## config.mk

```make
export PLATFORM = sky130hd
export DESIGN_NAME = autocorrelation_sequencer
export DESIGN_NICKNAME = d
export VERILOG_FILES = /design/src/rtl/autocorrelation_pkg.sv /design/src/rtl/autocorrelation_delay.sv /design/src/rtl/autocorrelation_sequencer.sv
export SDC_FILE = /design/constraint.sdc
export NUM_CORES = 1
export LEC_CHECK = 0
export BUFFER_PORTS_ARGS = -buffer_cell sky130_fd_sc_hd__buf_2
export CORE_MARGIN = 4
export CORE_UTILIZATION = 60
export CTS_CLUSTER_DIAMETER = 80
export CTS_CLUSTER_SIZE = 10
export DETAILED_ROUTE_END_ITERATION = 16
export PLACE_DENSITY = 0.83
export SYNTH_ARGS = -nofsm -noshare
export SYNTH_HDL_FRONTEND = slang
export SYNTH_SLANG_ARGS = --single-unit
```

## constraint.sdc

```tcl
create_clock -name clk -period 8.2 [get_ports clk]
set_input_delay 0.41 -clock clk [delete_from_list [all_inputs] [get_ports clk]]
set_output_delay 0.41 -clock clk [all_outputs]
set_load 0.1 [all_outputs]
```

## src/rtl/autocorrelation_pkg.sv

```systemverilog
// Shared types and default sizing for the LPC autocorrelation datapath
// (sequencer, MAC and R(k) coefficient store).
package autocorrelation_pkg;

    localparam int unsigned DEF_FRAME_LEN = 256;
    localparam int unsigned DEF_ORDER     = 10;
    localparam int unsigned DEF_RD_LAT    = 1;
    localparam int unsigned DEF_MAC_LAT   = 1;

    typedef enum logic [1:0] {
        ST_IDLE  = 2'd0,
        ST_RUN   = 2'd1,
        ST_DRAIN = 2'd2
    } acs_state_e;

endpackage

```

## src/rtl/autocorrelation_delay.sv

```systemverilog
// WIDTH x DEPTH shift register with synchronous flush; DEPTH=0 is a wire.
module autocorrelation_delay #(
    parameter int unsigned WIDTH = 1,
    parameter int unsigned DEPTH = 1
) (
    input  logic             clk,
    input  logic             reset_n,
    input  logic             flush,
    input  logic [WIDTH-1:0] d,
    output logic [WIDTH-1:0] q
);

    if (DEPTH == 0) begin : g_pass
        logic unused_ctl;
        assign unused_ctl = ^{clk, reset_n, flush};
        assign q = d;
    end else begin : g_pipe
        logic [WIDTH-1:0] stage_q [DEPTH];

        always_ff @(posedge clk or negedge reset_n) begin
            if (!reset_n) begin
                for (int unsigned i = 0; i < DEPTH; i++) stage_q[i] <= '0;
            end else if (flush) begin
                for (int unsigned i = 0; i < DEPTH; i++) stage_q[i] <= '0;
            end else begin
                stage_q[0] <= d;
                for (int unsigned i = 1; i < DEPTH; i++) stage_q[i] <= stage_q[i-1];
            end
        end

        assign q = stage_q[DEPTH-1];
    end

endmodule

```

## src/rtl/autocorrelation_sequencer.sv

```systemverilog
// Walks lags k=0..P over a buffered frame, issuing (n, n-k) read pairs and
// latency-aligned MAC clear/enable and per-lag result-write strobes.
module autocorrelation_sequencer
    import autocorrelation_pkg::*;
#(
    parameter  int unsigned FRAME_LEN = DEF_FRAME_LEN,
    parameter  int unsigned ORDER     = DEF_ORDER,
    parameter  int unsigned RD_LAT    = DEF_RD_LAT,
    parameter  int unsigned MAC_LAT   = DEF_MAC_LAT,
    localparam int unsigned ADDR_W    = $clog2(FRAME_LEN),
    localparam int unsigned LAG_W     = $clog2(ORDER + 1)
) (
    input  logic              clk,
    input  logic              reset_n,
    input  logic              start,
    input  logic [LAG_W-1:0]  order,
    input  logic              abort,
    output logic              busy,
    output logic              done,
    output logic              rd_en,
    output logic [ADDR_W-1:0] raddr_a,
    output logic [ADDR_W-1:0] raddr_b,
    output logic [LAG_W-1:0]  lag,
    output logic              acc_clear,
    output logic              acc_en,
    output logic              r_we,
    output logic [LAG_W-1:0]  r_waddr
);

    localparam int unsigned TOT_LAT = RD_LAT + MAC_LAT;
    localparam int unsigned CNT_W   = (TOT_LAT > 1) ? $clog2(TOT_LAT) : 1;
    localparam logic [ADDR_W-1:0] LAST_N  = ADDR_W'(FRAME_LEN - 1);
    localparam logic [LAG_W-1:0]  ORDER_L = LAG_W'(ORDER);

    acs_state_e        state_q, state_d;
    logic [ADDR_W-1:0] n_q, n_d;
    logic [LAG_W-1:0]  k_q, k_d, p_q, p_d;
    logic [CNT_W-1:0]  cnt_q, cnt_d;
    logic              run_d, first_d, last_d, done_d;
    logic              first_q, last_q;
    logic [1:0]        acc_dly;
    logic [LAG_W:0]    wr_dly;

    // Next-state and next-output decode
    always_comb begin
        state_d = state_q;
        n_d     = n_q;
        k_d     = k_q;
        p_d     = p_q;
        cnt_d   = cnt_q;
        unique case (state_q)
            ST_IDLE: begin
                if (start) begin
                    state_d = ST_RUN;
                    n_d     = '0;
                    k_d     = '0;
                    p_d     = (order > ORDER_L) ? ORDER_L : order;
                end
            end
            ST_RUN: begin
                if (n_q == LAST_N) begin
                    if (k_q == p_q) begin
                        n_d = '0;
                        k_d = '0;
                        if (TOT_LAT == 0) begin
                            state_d = ST_IDLE;
                        end else begin
                            state_d = ST_DRAIN;
                            cnt_d   = CNT_W'(TOT_LAT - 1);
                        end
                    end else begin
                        k_d = k_q + 1'b1;
                        n_d = ADDR_W'(k_q) + 1'b1;
                    end
                end else begin
                    n_d = n_q + 1'b1;
                end
            end
            ST_DRAIN: begin
                if (cnt_q == '0) state_d = ST_IDLE;
                else             cnt_d   = cnt_q - 1'b1;
            end
            default: state_d = ST_IDLE;
        endcase
        if (abort) begin
            state_d = ST_IDLE;
            n_d     = '0;
            k_d     = '0;
            cnt_d   = '0;
        end
        run_d   = (state_d == ST_RUN);
        first_d = run_d && (n_d == ADDR_W'(k_d));
        last_d  = run_d && (n_d == LAST_N);
        // Zero total latency: done rides on the final read cycle itself
        if (TOT_LAT == 0) done_d = last_d && (k_d == p_d);
        else              done_d = (state_d == ST_DRAIN) && (cnt_d == '0);
    end

    always_ff @(posedge clk or negedge reset_n) begin
        if (!reset_n) begin
            state_q <= ST_IDLE;
            n_q     <= '0;
            k_q     <= '0;
            p_q     <= '0;
            cnt_q   <= '0;
            busy    <= 1'b0;
            done    <= 1'b0;
            rd_en   <= 1'b0;
            raddr_a <= '0;
            raddr_b <= '0;
            lag     <= '0;
            first_q <= 1'b0;
            last_q  <= 1'b0;
        end else begin
            state_q <= state_d;
            n_q     <= n_d;
            k_q     <= k_d;
            p_q     <= p_d;
            cnt_q   <= cnt_d;
            busy    <= (state_d != ST_IDLE);
            done    <= done_d;
            rd_en   <= run_d;
            raddr_a <= run_d ? n_d : '0;
            raddr_b <= run_d ? (n_d - ADDR_W'(k_d)) : '0;
            lag     <= run_d ? k_d : '0;
            first_q <= first_d;
            last_q  <= last_d;
        end
    end

    autocorrelation_delay #(
        .WIDTH (2),
        .DEPTH (RD_LAT)
    ) u_dly_acc (
        .clk     (clk),
        .reset_n (reset_n),
        .flush   (abort),
        .d       ({first_q, rd_en}),
        .q       (acc_dly)
    );

    autocorrelation_delay #(
        .WIDTH (LAG_W + 1),
        .DEPTH (TOT_LAT)
    ) u_dly_wr (
        .clk     (clk),
        .reset_n (reset_n),
        .flush   (abort),
        .d       ({last_q, lag}),
        .q       (wr_dly)
    );

    assign acc_clear = acc_dly[1];
    assign acc_en    = acc_dly[0];
    assign r_we      = wr_dly[LAG_W];
    assign r_waddr   = wr_dly[LAG_W-1:0];

endmodule

```

==> metrics.md <==
| Metric | Value |
|---|---|
| CTS Root Cell | clkbuf_8 |
| Share of the synthesized area in the top cell type | around half |
| Synthesized instance count | 272 |
| Post-DR vias/cell | about 5.8 |
| Hold Path Class | in2async |
| IO Pins | 38 |
| Chip width | 76.3 microns |
| CP top delay family | compound AO/OA/AOI/OAI gates |
| CP max stage delay | 490 ps |
| Relative slew slack | 49.8% |
| Area Overhead vs Synth | 9.94% |
| Drt total wl | 5560 microns |
| Post-Syn Area | 2800 sq um |
| Final worst-path cycle share | 47.2% |
| Global-route wire length before repair | 9570 microns |
| Fmax | 258 MHz |
| Initial antenna violation count | 0 |
| Crit path launch type | register |
| Via count | 2083 |
| Layout cells sized above 1 | 19.0% |
| # H-tree levels | 2 |
| Worst endpoint required time | 8400 ps |
| Asr flop ratio synth | 100% |
| RSZ-0062 raised after global routing | false |
| Core area | 4440 sq um |
| Num CTS Buffers | 5 |
| Top-count cell post-synth | dfrtp_1 |
| Buf+Inv Stages, Crit Path | 1 |
| # setup viols final | 0 |
| #FFs+latches synth | 56 |
| Hold-fix buffers, CTS | 0 |
| Worst path cell trace | inv_1 -> ha_1 -> and3_1 -> nand3_1 -> o31ai_1 -> nor2b_1 -> ha_1 -> a21oi_1 -> a21oi_1 -> o21ai_0 -> o311ai_1 -> nor4_1 -> mux2_1 |
| Pre-antenna DRT Iters | 4 |
| Top FF cell, synth | dfrtp_1 |
| Power Density | 167 nW/um^2 |
| Mean Syn Cell Area | between 10 and 15 sq um |
| Row Count | 24 |
| Post-Synthesis Net Count | 292 |
| Post-route ant nets | 0 |
| Final Util | between 60 and 70% |
| Worst-Skew Late Latency | 320 ps |
| Post_cts resized | 0 |
| DR WL/cell | about 16 microns |
| Top post-synthesis cells by count | dfrtp_1, nor2b_1, nand2_1 |
| Setup ws final | 4330 ps |
| Top cell type by total area after synthesis | dfrtp_1 |
| Place WS | 4370 ps |
| Max Slew Vio Count | 0 |
| Max-Cap Viols | 0 |
| # diodes | 0 |
| Fin. Hold Viols | 0 |
| Die height | 76.3 microns |
| Vias in the first global route | 1994 |
| Leak | 1.53 nW |
| Synth cell types | 53 |
| Nets | 324 |
| Routability cong. | around 0.89 |
| Max VDD drop | 0.107 mV |
| Die area | 5810 sq um |
| Number of port buffers | 37 |
| Clk slew on worst S/H paths | 100 ps |
| Bufs on Longest Clock Path | 2 |
| Multi-input gate area | 1270 sq um |
| Post-synth EDFFs | 0 |
| Minimum clock period | 3870 ps |
| HPWL Detailed | around 4000 microns |
| Syn. warnings | 0 |
| Arr. time, crit path | 4070 ps |
| Total power draw | 0.513 mW |
| Gr usage total | 20.4% |
| Area contributors post-synth | dfrtp_1, ha_1, nor2b_1, o21ai_0, a21oi_1 |
| Initial core utilization | 62.9% |
| Sequential area share after synthesis | 50.1% |
| Status | completed |
| Slowest stage cell on the critical path | ha_1 |
| CTS tree | yes |
| Setup CP Type | reg2reg |
| 1st-iter DRT viols | 145 |
| CP Max Fanout | 16 |
| Slew @ Worst Pin | approximately 730 ps |
| Remaining Overflow, GRT | 0 |
| Storage element area | ~1400 sq um |
| Final TNS setup | 0 ps |
| Worst setup EP type | register |
| Postcts setup bufs | 0 |
| Fin Hold WS | 201 ps |
| Remaining DRCs | 0 |
| Largest net degree at the start of global routing | 57 |
| # fillers | 346 |
| Clock Sinks | 56 |
| Clock skew | 8.50 ps |
-- power breakdown --
| group | internal (mW) | switching, mW | total (mW) |
|---|---|---|---|
| logic | 0.0179 | 0.0525 | 0.0703 |
| registers | 0.283 | 0.00401 | 0.287 |
| clock network | 0.0628 | 0.0935 | 0.156 |
-- flip-flops by register name, indices dropped and copies added, names as in the netlist, 2 cells and up --
| register | cells |
|---|---|
| n_q | 8 |
| raddr_a | 8 |
| raddr_b | 8 |
| u_dly_wr.g_pipe.stage_q | 5 |
| u_dly_wr.q | 5 |
| k_q | 4 |
| lag | 4 |
| p_q | 4 |
| state_q | 2 |
| u_dly_acc.q | 2 |
-- worst reg2reg max path: cells and delay by family (launching register included) --
kind,cells,cell delay [ps]
compound gates,5,1130
simple gates,4,930
fa+ha+maj,2,810
flops,1,420
mux,1,340
buf+inv,1,110
-- layer usage --
| metal | track usage (%) | routed length, microns | vias to the layer above |
|---|---|---|---|
| met5 | 0 | 0 | - |
| met4 | 7.61 | 80 | 0 |
| met3 | 3.66 | 255 | 8 |
| met2 | 32.7 | 2670 | 63 |
| met1 | 27.9 | 2560 | 1002 |
| li1 | - | - | 1010 |
-- metrics by stage --
stage / std cells / instance area (sq um)
after CTS: 357 / 3070
after global placement: 349 / 2980
final: 357 / 3070
after detailed placement: 349 / 2980
after global routing: 357 / 3070
after floorplan: 272 / 2800
-- area by class of cell --
class / count / area share (%)
sequential: 56 / 45.6
timing repair buffer: 38 / 6.27
inverter: 12 / 1.47
clock buffer: 5 / 2.24
multi-input combinational: 191 / 41.4
clock inverter: 3 / 0.896
tap: 52 / 2.12
-- logic make-up after synthesis --
| family | Yosys count | share of synthesized area, % |
|---|---|---|
| AND/OR/NAND/NOR | 108 | 21.5 |
| buffers and inverters | 25 | 4.34 |
| multiplexers | 5 | 1.92 |
| flip-flops | 56 | 50.1 |
| XOR/XNOR | 8 | 2.51 |
| adder cells (fa/ha/maj) | 12 | 5.64 |
| AO/OA/AOI/OAI | 58 | 14.0 |
-- worst paths after layout --
check	startpoint	to	slack, ps	depth (start not counted)
setup / recovery	state_q[1]	raddr_b[7]	4330	13
hold / removal	reset_n	busy	200	2
setup reg to reg	state_q[1]	raddr_b[7]	4330	13
hold reg to reg	u_dly_wr.g_pipe.stage_q[8]	u_dly_wr.q[3]	470	1
max in group asynchronous	reset_n	raddr_a[1]	7550	2
min in group clk	order[0]	p_q[0]	320	3
-- cell usage in the layout (no fill, tap or decap), drive strengths merged, types with 3 or more instances in the layout --
master / Yosys / final
clkbuf: 6 / 5
a211oi: 4 / 4
or4: 3 / 3
nor3b: 3 / 3
o21bai: 3 / 3
dfrtp: 56 / 56
or2: 6 / 6
and3: 4 / 4
mux2: 3 / 3
nor2: 15 / 15
inv: 12 / 13
nor3: 9 / 9
and2: 7 / 7
nor2b: 19 / 19
a21oi: 13 / 13
o211ai: 3 / 3
xor2: 3 / 3
xnor2: 5 / 5
nand4: 4 / 4
a21o: 4 / 4
ha: 11 / 11
a31oi: 4 / 4
nand2: 16 / 16
nand2b: 4 / 4
o21ai: 16 / 16
nand3: 11 / 11
buf: 7 / 38
(Power assumes the default switching activity.)
